==> src/rtl/llc_cmd_sequencer.sv <==
// Trace-command sequencer feeding the LLC: FIFO-buffered, one command per ISSUE/WAIT pair,
// eviction-only replays. Define LLC_SEQ_STATS_EN to add the stat_* counter outputs.
module llc_cmd_sequencer #(
    parameter int DEPTH      = 8,
    parameter int MAX_REPLAY = 3,
    parameter int NOP_OP     = 9
) (
    input  logic               clk,
    input  logic               reset,
    input  logic               in_valid,
    output logic               in_ready,
    input  logic signed [31:0] in_op,
    input  logic        [31:0] in_addr,
    output logic signed [31:0] llc_op,
    output logic        [31:0] llc_addr,
    input  logic        [31:0] llc_hits,
    input  logic        [31:0] llc_misses,
    output logic               busy,
    output logic               err
`ifdef LLC_SEQ_STATS_EN
    ,
    output logic        [31:0] stat_issued,
    output logic        [31:0] stat_replays,
    output logic        [31:0] stat_dropped
`endif
);

    localparam int AW = $clog2(DEPTH);
    localparam int CW = (MAX_REPLAY > 0) ? $clog2(MAX_REPLAY + 1) : 1;
    localparam logic [CW-1:0] MAX_R = CW'(MAX_REPLAY);

    typedef enum logic [1:0] {
        S_IDLE,
        S_ISSUE,
        S_WAIT
    } state_t;

    state_t state, state_n;

    logic signed [31:0] mem_op   [DEPTH];
    logic        [31:0] mem_addr [DEPTH];
    logic [AW:0]        wptr, rptr;
    logic               empty, full;
    logic               accept, op_ok, push, drop_in;

    logic signed [31:0] cmd_op;
    logic        [31:0] cmd_addr;
    logic        [31:0] snap_hits, snap_misses;
    logic [CW-1:0]      cnt;
    logic               pop, replay, replay_cond, limit_drop;

    assign empty    = (wptr == rptr);
    assign full     = (wptr[AW] != rptr[AW]) && (wptr[AW-1:0] == rptr[AW-1:0]);
    assign in_ready = !full && !reset;
    assign accept   = in_valid && in_ready;
    assign op_ok    = (in_op >= 0 && in_op <= 6) || (in_op == 8) || (in_op == 9);
    assign push     = accept && op_ok;
    assign drop_in  = accept && !op_ok;

    // Same counters as the snapshot means the LLC only evicted; the command must be re-sent.
    assign replay_cond = (cmd_op >= 0) && (cmd_op <= 2) &&
                         (llc_hits == snap_hits) && (llc_misses == snap_misses);

    always_comb begin
        state_n    = state;
        pop        = 1'b0;
        replay     = 1'b0;
        limit_drop = 1'b0;
        case (state)
            S_IDLE: begin
                if (!empty) begin
                    pop     = 1'b1;
                    state_n = S_ISSUE;
                end
            end
            S_ISSUE: state_n = S_WAIT;
            S_WAIT: begin
                if (replay_cond && (cnt < MAX_R)) begin
                    replay  = 1'b1;
                    state_n = S_ISSUE;
                end else begin
                    limit_drop = replay_cond;
                    if (!empty) begin
                        pop     = 1'b1;
                        state_n = S_ISSUE;
                    end else begin
                        state_n = S_IDLE;
                    end
                end
            end
            default: state_n = S_IDLE;
        endcase
    end

    assign llc_op   = (state == S_ISSUE) ? cmd_op : 32'(NOP_OP);
    assign llc_addr = cmd_addr;
    assign busy     = !empty || (state != S_IDLE);

    always_ff @(posedge clk) begin
        if (push) begin
            mem_op[wptr[AW-1:0]]   <= in_op;
            mem_addr[wptr[AW-1:0]] <= in_addr;
        end
    end

    always_ff @(posedge clk) begin
        if (reset) begin
            state       <= S_IDLE;
            wptr        <= '0;
            rptr        <= '0;
            cmd_op      <= 32'(NOP_OP);
            cmd_addr    <= '0;
            snap_hits   <= '0;
            snap_misses <= '0;
            cnt         <= '0;
            err         <= 1'b0;
        end else begin
            state <= state_n;
            if (push)
                wptr <= wptr + (AW+1)'(1);
            if (pop) begin
                cmd_op      <= mem_op[rptr[AW-1:0]];
                cmd_addr    <= mem_addr[rptr[AW-1:0]];
                rptr        <= rptr + (AW+1)'(1);
                snap_hits   <= llc_hits;
                snap_misses <= llc_misses;
                cnt         <= '0;
            end
            if (replay) begin
                snap_hits   <= llc_hits;
                snap_misses <= llc_misses;
                cnt         <= cnt + CW'(1);
            end
            if (limit_drop)
                err <= 1'b1;
        end
    end

`ifdef LLC_SEQ_STATS_EN
    always_ff @(posedge clk) begin
        if (reset) begin
            stat_issued  <= '0;
            stat_replays <= '0;
            stat_dropped <= '0;
        end else begin
            if (state == S_ISSUE)
                stat_issued <= stat_issued + 32'd1;
            if (replay)
                stat_replays <= stat_replays + 32'd1;
            // An input discard and a replay-limit drop can land on the same edge.
            stat_dropped <= stat_dropped + 32'(drop_in) + 32'(limit_drop);
        end
    end
`endif

endmodule

==> config.mk <==
export PLATFORM = sky130hd
export DESIGN_NAME = llc_cmd_sequencer
export DESIGN_NICKNAME = d
export VERILOG_FILES = /design/src/rtl/llc_cmd_sequencer.sv
export SDC_FILE = /design/constraint.sdc
export NUM_CORES = 1
export LEC_CHECK = 0
export BUFFER_PORTS_ARGS = -buffer_cell sky130_fd_sc_hd__buf_2
export CORE_MARGIN = 5
export CORE_UTILIZATION = 40
export DETAILED_ROUTE_END_ITERATION = 8
export PLACE_DENSITY_LB_ADDON = 0.08
export SYNTH_ARGS = -nofsm -noshare
export SYNTH_HDL_FRONTEND = slang
export SYNTH_SLANG_ARGS = --single-unit
==> constraint.sdc <==
create_clock -name clk -period 7.8 [get_ports clk]
set_input_delay 0.39 -clock clk [delete_from_list [all_inputs] [get_ports clk]]
set_output_delay 0.39 -clock clk [all_outputs]
set_load 0.02 [all_outputs]
After elaboration in Yosys (flattened, before gate mapping)
Memories as Yosys holds them, arrays and structs flattened. A register that Yosys moved wholly into a read port is not among the register bits.
Index checks and enable logic that the tools add are counted.

cells by class
  add/sub/neg operators = 3
  order comparisons = 5
  eq/ne operators = 10
  mux-type cells = 20
  reduce and logical (&&, ||, !) cells = 18

operators by type and width
  kind                                                                                  count
  32-bit two-way mux                                                                    5
  32-bit equality test                                                                  2
  32-bit by 5-bit equality test with 1-bit output, second input constant                2
  32-bit by 1-bit greater-or-equal comparator with 1-bit output, second input constant  2
  32-bit by 3-bit <= comparator with 1-bit output, second input constant                1
  32-bit by 4-bit <= comparator with 1-bit output, second input constant                1
  1-bit two-way mux                                                                     10
  1-bit logical AND                                                                     9
  4-bit by 1-bit adder with 4-bit output, second input constant                         2
  2-bit two-way mux                                                                     3
  2-bit one-hot mux with 3 select lines                                                 1
  4-bit equality test                                                                   1
  2-bit nonzero test                                                                    2
  3-bit equality test                                                                   1
  1-bit logical NOT                                                                     3
  1-bit logical OR                                                                      3
  2-bit by 1-bit adder with 2-bit output, second input constant                         1
  2-bit by 1-bit equality test with 1-bit output, second input constant                 1
  2-bit equality test, second input constant                                            1
  2-bit logical NOT                                                                     1
  2-bit < comparator, second input constant                                             1
  2-bit != test, second input constant                                                  1
  1-bit one-hot mux with 2 select lines                                                 1
  1-bit != test                                                                         1

storage, ports and cells
  flip-flop bits (word level) = 77
  memory bits (writable) = 512
  bits of input ports = 131
  logic and storage cells = 65
  memories = 2

memory list
  memory    words  width  rd ports  clocked after memory_dff  wr ports  RTL line  source
  mem_addr  8      32     1         1                         1         41        logic [31:0] mem_addr [DEPTH];
  mem_op    8      32     1         1                         1         40        logic signed [31:0] mem_op [DEPTH];

Depth between registers and ports, before layout
Gate-level depths: netlist of run 1.

  depth in word-level cells = 9
  gate-level depth with buffers = 9

Worst setup path before layout of run 1
OpenSTA, ideal clock, no wires.

  kind = register to register
  start point = reg wptr[1]
  end point = mem mem_addr[0][0] (enable)
  setup time = 0.564 ns
  arrival time = 5.949 ns
  required time = 7.236 ns
  path slack = 1.286 ns
  cell stages (with the launch flop) = 7
  cell sequence = dfxtp_1 > clkbuf_1 > xor2_1 > o41ai_1 > a2111oi_2 > nand2b_1 > nor3_1

on the way
  word-level cells in the longest chain between the ends = 8

RTL lines
  item                                     RTL line  source
  from (decl)                              42        logic [AW:0] wptr, rptr;
  from (signal assigned)                   120       wptr <= wptr + (AW+1)'(1);
  3-bit equality test                      53        assign full = (wptr[AW] != rptr[AW]) && (wptr[AW-1:0] == rptr[AW-1:0]);
  1-bit logical AND                        53
  1-bit logical NOT                        54        assign in_ready = !full && !reset;
  1-bit logical AND                        54
  1-bit logical AND                        55        assign accept = in_valid && in_ready;
  1-bit logical AND                        57        assign push = accept && op_ok;
  1-bit two-way mux                        100       if (push) begin
  1-bit two-way mux (not written as such)  102       mem_addr[wptr[AW-1:0]] <= in_addr;
  to (decl)                                41

Several ways; a longest one is shown, not always the timed one.

Worst setup path in the final report of run 1
  start point = reg rptr[2]
  end point = mem mem_addr[1][20] (enable)

on the way
  word-level cells in the longest chain between the ends = 8

RTL lines
  item                                     RTL line  source
  from (decl)                              42
  from (signal assigned)                   124       rptr <= rptr + (AW+1)'(1);
  3-bit equality test                      53
  1-bit logical AND                        53
  1-bit logical NOT                        54
  1-bit logical AND                        54
  1-bit logical AND                        55
  1-bit logical AND                        57
  1-bit two-way mux                        100
  1-bit two-way mux (not written as such)  102

Every way passes these cells.

==> reports/qor.yml, run 1 <==
worst_setup_path:
  rr_startpoint: "rptr[2]"
  cp_slowest_stage_delay_ns: 0.93
  critPathSlowestCell: "nor3_2"
  cp.buffers_inverters: 1
  arrival_ns: 4.43
  setup.worst_path.class: "reg2reg"
  cp_max_fo: 44
  crit_chain: "xor2_1, o41ai_1, a2111oi_2, nand2_1, nor3_2, buf_4"
  cp-end-kind: "flop"
  cp_top_family: "simple AND/OR/NAND/NOR gates"
  r2r_setup_slack_ns: 3.59
  critPathRequiredTime_ns: 8.02
  start_kind: "flop"
  r2r_cells: 6
  reg2reg_to: "mem_addr[1][20]"
clock_network:
  cts_max_level: 3
  cts_buffer_depth: 3
  post_cts_resized: 0
  clk_latency_ns: 0.61
  clk_pin_slew_worst_paths_ns: 0.06
  post-cts-setup-buffer-count: 0
  cts_hold_buf: 0
  numCtsBuffers: 73
  cts_root_buffer: "clkbuf_16"
  cts_tree: "yes"
  cts_num_sinks: 653
placed_design:
  dp_hpwl_um: 35650
  pre_cts_ws_ns: 2.988
  dp_cells: 2571
  gp_congestion: 0.7831
  port-buffer-count: 197
drt:
  drtIter0Drc: 851
  vias: 13970
  drc: 0
  routed_wl_um: 60570
  wl_met2_um: 29610
  antenna_left: 0
  wl_per_cell_um: 22.33
  top_layer: "met5"
  dr.pass1.iters: 5
  wl_met3_um: 3051
  via_per_inst: 5.152
  wl_met1_um: 26880
min_path:
  holdCritStartpoint: "in_addr[1]"
  hold_path.class: "in2reg"
  min_path_cells: 1
  min_to: "mem_addr[4][1]"
logic_synthesis:
  synthTopCellsByArea: "edfxtp_1, mux4_2, dfxtp_1"
  synth_edf_count: 512
  synthArstFlopShare_pct: 0
  syn_area_per_cell_um2: 16.75
  netlist_area_um2: 26380
  yosysTopAreaCell: "edfxtp_1"
  synth_fp_nets: 1709
  syn_inst: 1575
  synth_seq_area_share_pct: 68.98
  yosys_most_used_dff: "edfxtp_1"
  yosys.area.top_type_share_pct: 58.28
  ys_types: 47
  synth-seq-cells: 653
  yosysWarnings: 0
floorplanning:
  die_h_um: 266.8
  num_rows: 94
  core_um2: 65630
  die_w_um: 266.8
  die-area_um2: 71190
  start_util_pct: 40.20
  ios: 198
pwr:
  swShare_pct: 25.00
  p_leak_uw: 0.01090
  p_switching_uw: 2189
  ir_worst_vdd_v: 0.0001692
  powerDensity_nw_per_um2: 285.4
  combPwrFrac_pct: 15.5
  seqPwrFrac_pct: 45.9
  p_clk_share_pct: 38.6
  p_int_uw: 6567
final_layout:
  final-instance-count-excl-fill: 2712
  mostFrequentLayoutCells: "edfxtp_1, buf_2, nand2_1"
  postLayoutCoreUtil_pct: 46.75
  final_common_cell: "edfxtp_1"
  syn_to_final_growth_pct: 16.29
  drive_gt1_share_pct: 26.04
  fillerInstances: 5754
  fin_nets: 1916
global_routing:
  grt_use_total_pct: 17.06
  grt_pass1_wl_um: 92600
  grt_pass1_vias: 14810
  antenna_found_initial: 11
  grt_start_max_net_pins: 106
  overflow: 0
sta:
  hold_violations: 0
  max_freq_ghz: 0.2375
  setup_viol: 0
  fin_tns_setup_ns: 0
  slew_viol_final: 0
  finalCritPeriodShare_pct: 53.98
  skew_ns: 0.01972
  whs_ns: 0.05055
  rsz0062_at_grt: "false"
  tightest_slew_ns: 1.152
  fin_crit_ns: 4.210
  fin_ws_ns: 3.590
  max_slew_margin_pct: 22.77
run:
  cap_violations: 0
outcome:
  status: "finished clean"
layout make-up:
cell class	instances	area (um^2)	share of cell area, %
Inverter	12	48.80	0.1591
Tap cell	864	1081	3.524
Timing Repair Buffer	219	1166	3.801
Multi-Input combinational cell	823	7772	25.34
Clock inverter	30	315.3	1.028
Clock buffer	106	2073	6.758
Sequential cell	653	18210	59.35
Antenna cell	5	12.51	0.04078
power by group through the flow:
stage	clock, uW	sequential [uW]	combinational, uW
after floorplan	0	4080	1040
after global routing	3660	4040	1490
after CTS	3500	4020	1400
after detailed placement	0	4090	1400
final	3380	4020	1360
after global placement	0	4090	1390
metal layers:
metal | global-route usage, % | vias up
met4 | 4.181 | 8
met1 | 23.23 | 7164
met3 | 3.678 | 82
met2 | 28.30 | 295
li1 | - | 6423
met5 | 0 | -
cell families after synthesis:
kind of cell / count (synthesis) / synth area share, %
XOR/XNOR: 52 / 1.726
adder cells (fa/ha/maj): 3 / 0.1423
flip-flops: 653 / 68.98
AND/OR/NAND/NOR: 418 / 7.925
multiplexers: 322 / 18.60
AO/OA/AOI/OAI: 28 / 0.8110
buffers and inverters: 99 / 1.821
stage by stage:
stage,total power [uW],area (um^2)
2_1_floorplan,5121,26380
5_1_grt,9194,30670
4_1_cts,8923,30670
6_report,8756,30680
3_5_place_dp,5491,28280
3_3_place_gp,5476,28280
worst register-to-register path: stages, from the launching register on:
cell and delay, ns:
dfxtp_4 0.76, xor2_1 0.24, o41ai_1 0.15, a2111oi_2 0.60
nand2_1 0.32, nor3_2 0.93, buf_4 0.77
cell usage after synthesis, types with 7 or more instances:
library cell and count:
and2_1 31, xor2_1 49, a21oi_1 8, edfxtp_1 512
mux2i_1 129, mux4_2 128, nor2_1 82, inv_1 11
nor3_1 7, mux2_1 55, buf_1 11, nand4_1 11
nand2b_1 11, clkbuf_1 52, nor4_1 32, buf_2 12
nor2b_1 89, dfxtp_1 141, mux2_2 10, nand2_1 140
flip-flops by register name, summed over array words and instances, names as in the netlist, 2 cells and up:
name and flops:
mem_addr 256, mem_op 256, cmd_op 32, llc_addr 32
snap_hits 32, snap_misses 32, rptr 4, wptr 4
cnt 2, state 2
how the worst max path moves through the flow:
stage | startpoint | end | slack, ns | cells after the start
4_1_cts | rptr[2] | mem_addr[1][20] | 3.43 | 6
3_5_place_dp | in_op[30] | mem_addr[1][26] | 2.99 | 7
3_3_place_gp | in_op[30] | mem_op[1][25] | 3.21 | 7
2_1_floorplan | wptr[1] | mem_addr[0][0] | 1.29 | 6
6_report | rptr[2] | mem_addr[1][20] | 3.59 | 6
5_1_grt | rptr[2] | mem_addr[1][20] | 3.24 | 6
No activity file was read; power rests on OpenSTA's default activity.
==> run 2: changes to the inputs <==
ABC_AREA = 1   (was default)
clock period = 3.4 ns   (was 7.8 ns; I/O delays follow)
==> run 2 against run 1 <==
Area after synthesis rose by 4.3%. Critical endpoint is now llc_addr[11]. Final area rose by 8.8%. Maximum frequency rose by 48%. Global-route usage rose by 3.8 points. Combinational power rose to 6.2 times the previous value. Register-to-register slack got worse by 3.0 ns. Clock power rose by 130%.
==> reports/qor.yml, run 2 <==
outcome:
  status: "finished clean"
logic_synthesis:
  muxShareOfSynthArea_pct: 0
  synth_common_cells: "nand2_1, edfxtp_1, nor2_1, nand3_1, inv_1"
  synth_seq_area_share_pct: 66.15
  yosys.area_share.simple_pct: 23.00
  synthTopCellsByArea: "edfxtp_1, nand2_1, dfxtp_1"
  yosysTopAreaCell: "edfxtp_1"
  synth_top_family_by_area: "simple AND/OR/NAND/NOR gates"
  syn_area_per_cell_um2: 9.789
  yosys_most_used_dff: "edfxtp_1"
  ys_types: 36
  synth_fp_nets: 2944
  yosysWarnings: 0
  yosys.area.top_type_share_pct: 55.89
  synth_edf_count: 512
  netlist_area_um2: 27510
  synth_compound_area_share_pct: 5.113
  synth_xor_xnor_area_share_pct: 1.019
  synthArstFlopShare_pct: 0
  syn_inst: 2810
  synth-seq-cells: 653
  synth_most_common_cell: "nand2_1"
  synthAdderAreaFrac_pct: 0.1365
placed_design:
  port-buffer-count: 197
  dp_cells: 3770
  dp_hpwl_um: 45410
  gp_congestion: 0.8400
floorplanning:
  start_util_pct: 40.25
  core_um2: 68350
  die_h_um: 272.2
  num_rows: 96
  die_w_um: 272.2
  ios: 198
  die-area_um2: 74110
global_routing:
  grt_pass1_vias: 19930
  use_met3_pct: 3.347
  busiest_layer: "met2"
  overflow: 0
  grt_use_total_pct: 20.91
  grt_start_max_net_pins: 189
  grt_pass1_wl_um: 120300
  global_route.usage.met2_pct: 35.49
  met1_usage_pct: 28.24
  antenna_found_initial: 2
run:
  cap_violations: 0
final_layout:
  drive_gt1_share_pct: 12.11
  final-instance-count-excl-fill: 4038
  fin_nets: 3227
  syn_to_final_growth_pct: 21.37
  final_common_cell: "nand2_1"
  mostFrequentLayoutCells: "nand2_1, edfxtp_1, nor2_1"
worst_setup_path:
  cp_max_fo: 44
  arrival_ns: 3.39
  start_kind: "flop"
  critPathRequiredTime_ns: 3.93
  setup.worst_path.class: "reg2reg"
  cp-end-kind: "flop"
drt:
  antenna_left: 0
  drtIter0Drc: 1722
  dr.pass1.iters: 5
  wl_per_cell_um: 19.77
  vias: 20690
  routed_wl_um: 79810
  via_per_inst: 5.123
  drc: 0
sta:
  max_freq_ghz: 0.3504
  skew_ns: 0.01200
  slew_viol_final: 0
  max_slew_margin_pct: 37.34
  rsz0062_at_grt: "false"
  hold_violations: 0
  fin_crit_ns: 2.854
  setup_viol: 0
  finalCritPeriodShare_pct: 83.95
  tightest_slew_ns: 0.9400
  fin_tns_setup_ns: 0
min_path:
  hold_path.class: "in2reg"
pwr:
  powerDensity_nw_per_um2: 785.9
  p_leak_uw: 0.01321
  ir_worst_vdd_v: 0.0005607
clock_network:
  cts_num_sinks: 653
  clk_pin_slew_worst_paths_ns: 0.06
  cts_hold_buf: 129
  clk_latency_ns: 0.60
  cts_max_level: 3
  cts_buffer_depth: 3
  numCtsBuffers: 74
  cts_root_buffer: "clkbuf_16"
  cts_tree: "yes"
  post_cts_resized: 0
  post-cts-setup-buffer-count: 0
==> run 2: changes by cell type in the layout (fill, tap and decap cells not counted), moves of 34 or more <==
cell	previous run	this run
xor2_1	49	15
a21oi_1	7	96
mux2i_1	129	0
mux4_2	128	0
nand2_1	140	760
inv_1	10	143
nand3_1	4	360
mux2_1	55	0
dlygate4sd3_1	0	129
o21ai_0	1	104
nor2b_1	89	0
nor2_1	76	379
==> run 2: cell type report <==
type / instances / area [um^2]
Fill cell: 6315 / 34960
Sequential cell: 653 / 18210
Multi-Input combinational cell: 1839 / 8150
Timing Repair Buffer: 369 / 2913
Clock buffer: 108 / 2096
Tap cell: 882 / 1104
Inverter: 156 / 599.3
Clock inverter: 30 / 312.8
Antenna cell: 1 / 2.502
==> run 2: worst max-delay path, stage by stage (launching register included) <==
cell and delay [ns]:
dfxtp_1 0.40, inv_2 0.18, nand2_1 0.08, nor3_2 0.25
nand3_1 0.22, nor2_1 0.16, nand2_1 0.08, nor2_2 0.20
nand3_1 0.17, nand2_2 0.11, buf_4 0.54, o21ai_0 0.22
nor2_1 0.14
==> run 2: metal layers <==
metal / vias up / part of all wire, % / routed length [um]
met5: - / 0.024 / 19
met4: 4 / 1.8 / 1463
met3: 108 / 5.1 / 4110
met2: 535 / 49 / 38760
met1: 9989 / 44 / 35460
li1: 10050 / - / -
==> run 2: kinds of logic after synthesis <==
family / after synthesis
buf+inv: 318
compound gates: 263
simple gates: 1541
flops: 653
xor+xnor: 32
fa+ha+maj: 3
==> run 2: stage by stage <==
step | worst slack, ns | power [uW] | utilization (%) | hold slack (ns) | instance area [um^2]
floorplan | 0.009797 | 15750 | - | 0.2689 | 27600
global placement | 0.5200 | 18360 | 43.43 | 0.4181 | 29680
detailed placement | 0.5471 | 18480 | 43.43 | 0.4280 | 29680
CTS | 0.5337 | 26540 | 48.85 | 0.2069 | 33380
global route | 0.2625 | 27940 | 48.85 | 0.2970 | 33380
finish | 0.5458 | 26240 | 48.85 | 0.2526 | 33390
==> run 2: power breakdown <==
part           internal, uW  leakage (uW)  switching (uW)  total [uW]
clock network          4680       0.00118            3180        7860
registers              9400       0.00577             524        9920
logic                  2730       0.00626            5720        8450
==> run 2: final timing paths <==
check | startpoint | end | slack, ns | depth (start not counted)
worst min register to register | err | err | 0.45 | 2
worst min-delay path | in_valid | wptr[1] | 0.25 | 7
worst max register to register | cmd_op[31] | llc_addr[11] | 0.55 | 12
worst max-delay path | cmd_op[31] | llc_addr[11] | 0.55 | 12
==> run 3: changes to the inputs <==
clock period = 2.8 ns   (was 3.4 ns; I/O delays follow)
==> run 3 against run 2 <==
Count of clock-buffer cells in the layout decreased by 1. Wire length decreased by 2.2%. Global-route usage decreased by 0.28 points. Flip-flop and latch count unchanged. Non-clock buffer count increased by 17. Clock skew increased by 0.015 ns. Final cell count increased by 0.32%. Combinational power increased by 21%. Largest cell class unchanged. Highest routed layer is now met4.
==> reports/qor.yml, run 3 (synthesis gave the netlist of run 2 again) <==
worst_setup_path:
  cp-end-kind: "flop"
  start_kind: "input port"
  cp-startpoint: "in_op[30]"
  arrival_ns: 2.79
  critPathRequiredTime_ns: 3.07
  cp_slowest_stage_delay_ns: 0.52
  rr_startpoint: "snap_hits[10]"
  cp.buffers_inverters: 6
  critPathSlowestCell: "dlygate4sd3_1"
  reg2reg_to: "cmd_op[21]"
  crit_chain: "dlygate4sd3_1, buf_2, nor3_1, buf_4, nand4_1, buf_4, nor2_1, nand2_4, nor2_4, inv_4, nor3_4, buf_4"
  r2r_setup_slack_ns: 0.34
  cp_top_family: "buffers and inverters"
  r2r_cells: 13
  crit_top_cell: "buf_4"
  setup.worst_path.class: "in2reg"
  cp_max_fo: 12
sta:
  slew_viol_final: 0
  tightest_slew_ns: 1.091
  skew_ns: 0.02677
  setup_viol: 0
  rsz0062_at_grt: "false"
  finalCritPeriodShare_pct: 89.88
  max_slew_margin_pct: 27.25
  fin_crit_ns: 2.517
  max_freq_ghz: 0.3974
  fin_ws_ns: 0.2834
  hold_violations: 0
min_path:
  min_path_cells: 4
  min_to: "snap_hits[10]"
  holdCritStartpoint: "llc_hits[10]"
  hold_path.class: "in2reg"
floorplanning:
  die_h_um: 272.2
  start_util_pct: 40.25
  die-area_um2: 74110
  die_w_um: 272.2
  num_rows: 96
  ios: 198
  core_um2: 68350
run:
  cap_violations: 0
global_routing:
  grt_pass1_wl_um: 119500
  grt_pass1_vias: 20180
  grt_start_max_net_pins: 171
  antenna_found_initial: 3
  grt_use_total_pct: 20.64
  overflow: 0
drt:
  vias: 20660
  routed_wl_um: 78060
  dr.pass1.iters: 8
  drtIter0Drc: 1625
  drc: 0
  via_per_inst: 5.099
  wl_per_cell_um: 19.27
  antenna_left: 0
outcome:
  status: "finished clean"
clock_network:
  cts_tree: "yes"
  numCtsBuffers: 72
  cts_root_buffer: "clkbuf_16"
  post-cts-setup-buffer-count: 0
  cts_hold_buf: 129
  cts_buffer_depth: 3
  clk_latency_ns: 0.61
  cts_num_sinks: 653
  cts_max_level: 3
  clk_pin_slew_worst_paths_ns: 0.06
  post_cts_resized: 0
final_layout:
  syn_to_final_growth_pct: 21.93
  mostFrequentLayoutCells: "nand2_1, edfxtp_1, nor2_1"
  design_area_um2: 33540
  final_common_cell: "nand2_1"
  seq_area_um2: 18210
  fillerInstances: 6317
  final-instance-count-excl-fill: 4051
  multi_input_area_um2: 8173
  fin_nets: 3242
  drive_gt1_share_pct: 12.57
placed_design:
  port-buffer-count: 197
  postPlaceCellArea_um2: 29960
  dp_hpwl_um: 45450
  pre_cts_ws_ns: 0.1967
  dp_cells: 3787
  gp_congestion: 0.8046
pwr:
  powerDensity_nw_per_um2: 937.1
  ir_worst_vdd_v: 0.0006564
  p_leak_uw: 0.01328
run 3: cell count changes in the layout (fill, tap and decap cells not counted), moves of 2 or more:
cell and delta:
buf_12 +9, diode_2 +2, nand2_1 -2, inv_1 -2
buf_4 +8, nand2_4 +2, bufinv_16 -2, clkinv_8 -2
inv_4 +2
run 3: metal layers:
layer  up-vias  wire, um  part of all wire [%]  global-route usage, %
li1      10080         -                     -                      -
met1      9933     34630                    44                  28.18
met2       521     37490                    48                  34.72
met3       124      4030                   5.2                  3.145
met4         0      1903                   2.4                  5.404
met5         -         0                     0                      0
run 3: final cells by class:
type	instances	share of cell area, %
Antenna cell	3	0.02238
Clock inverter	25	0.6193
Inverter	156	1.809
Clock buffer	107	6.193
Multi-Input combinational cell	1839	24.37
Sequential cell	653	54.30
Timing Repair Buffer	386	9.401
Tap cell	882	3.290
run 3: worst max path at each step:
stage,end,slack (ns),cells after the start
2_1_floorplan,mem_addr[0][0],-0.38,8
6_report,mem_op[3][8],0.28,12
4_1_cts,mem_op[3][8],0.28,12
3_3_place_gp,mem_op[3][10],0.21,11
5_1_grt,cmd_op[2],0.06,13
3_5_place_dp,mem_op[3][12],0.20,11
run 3: tightest hold or removal path: cells and delay by family:
| kind | cells | cell delay, ns |
|---|---|---|
| buf+inv | 2 | 0.63 |
| simple gates | 1 | 0.08 |
| compound gates | 1 | 0.04 |
run 3: stage by stage:
step,utilization (%),hold slack (ns),total power (uW),TNS [ns]
floorplan,-,0.2389,19130,-138.04
global placement,43.83,0.3875,22250,0
detailed placement,43.83,0.3953,22400,0
CTS,49.06,0.2985,31810,0
global route,49.07,0.3303,33540,0
finish,49.07,0.3302,31430,0
run 3: report_power, final:
group          internal [uW]  switching, uW  leakage, uW
clock network           5410           3740      0.00112
registers              11400            633      0.00577
logic                   3320           6910      0.00639
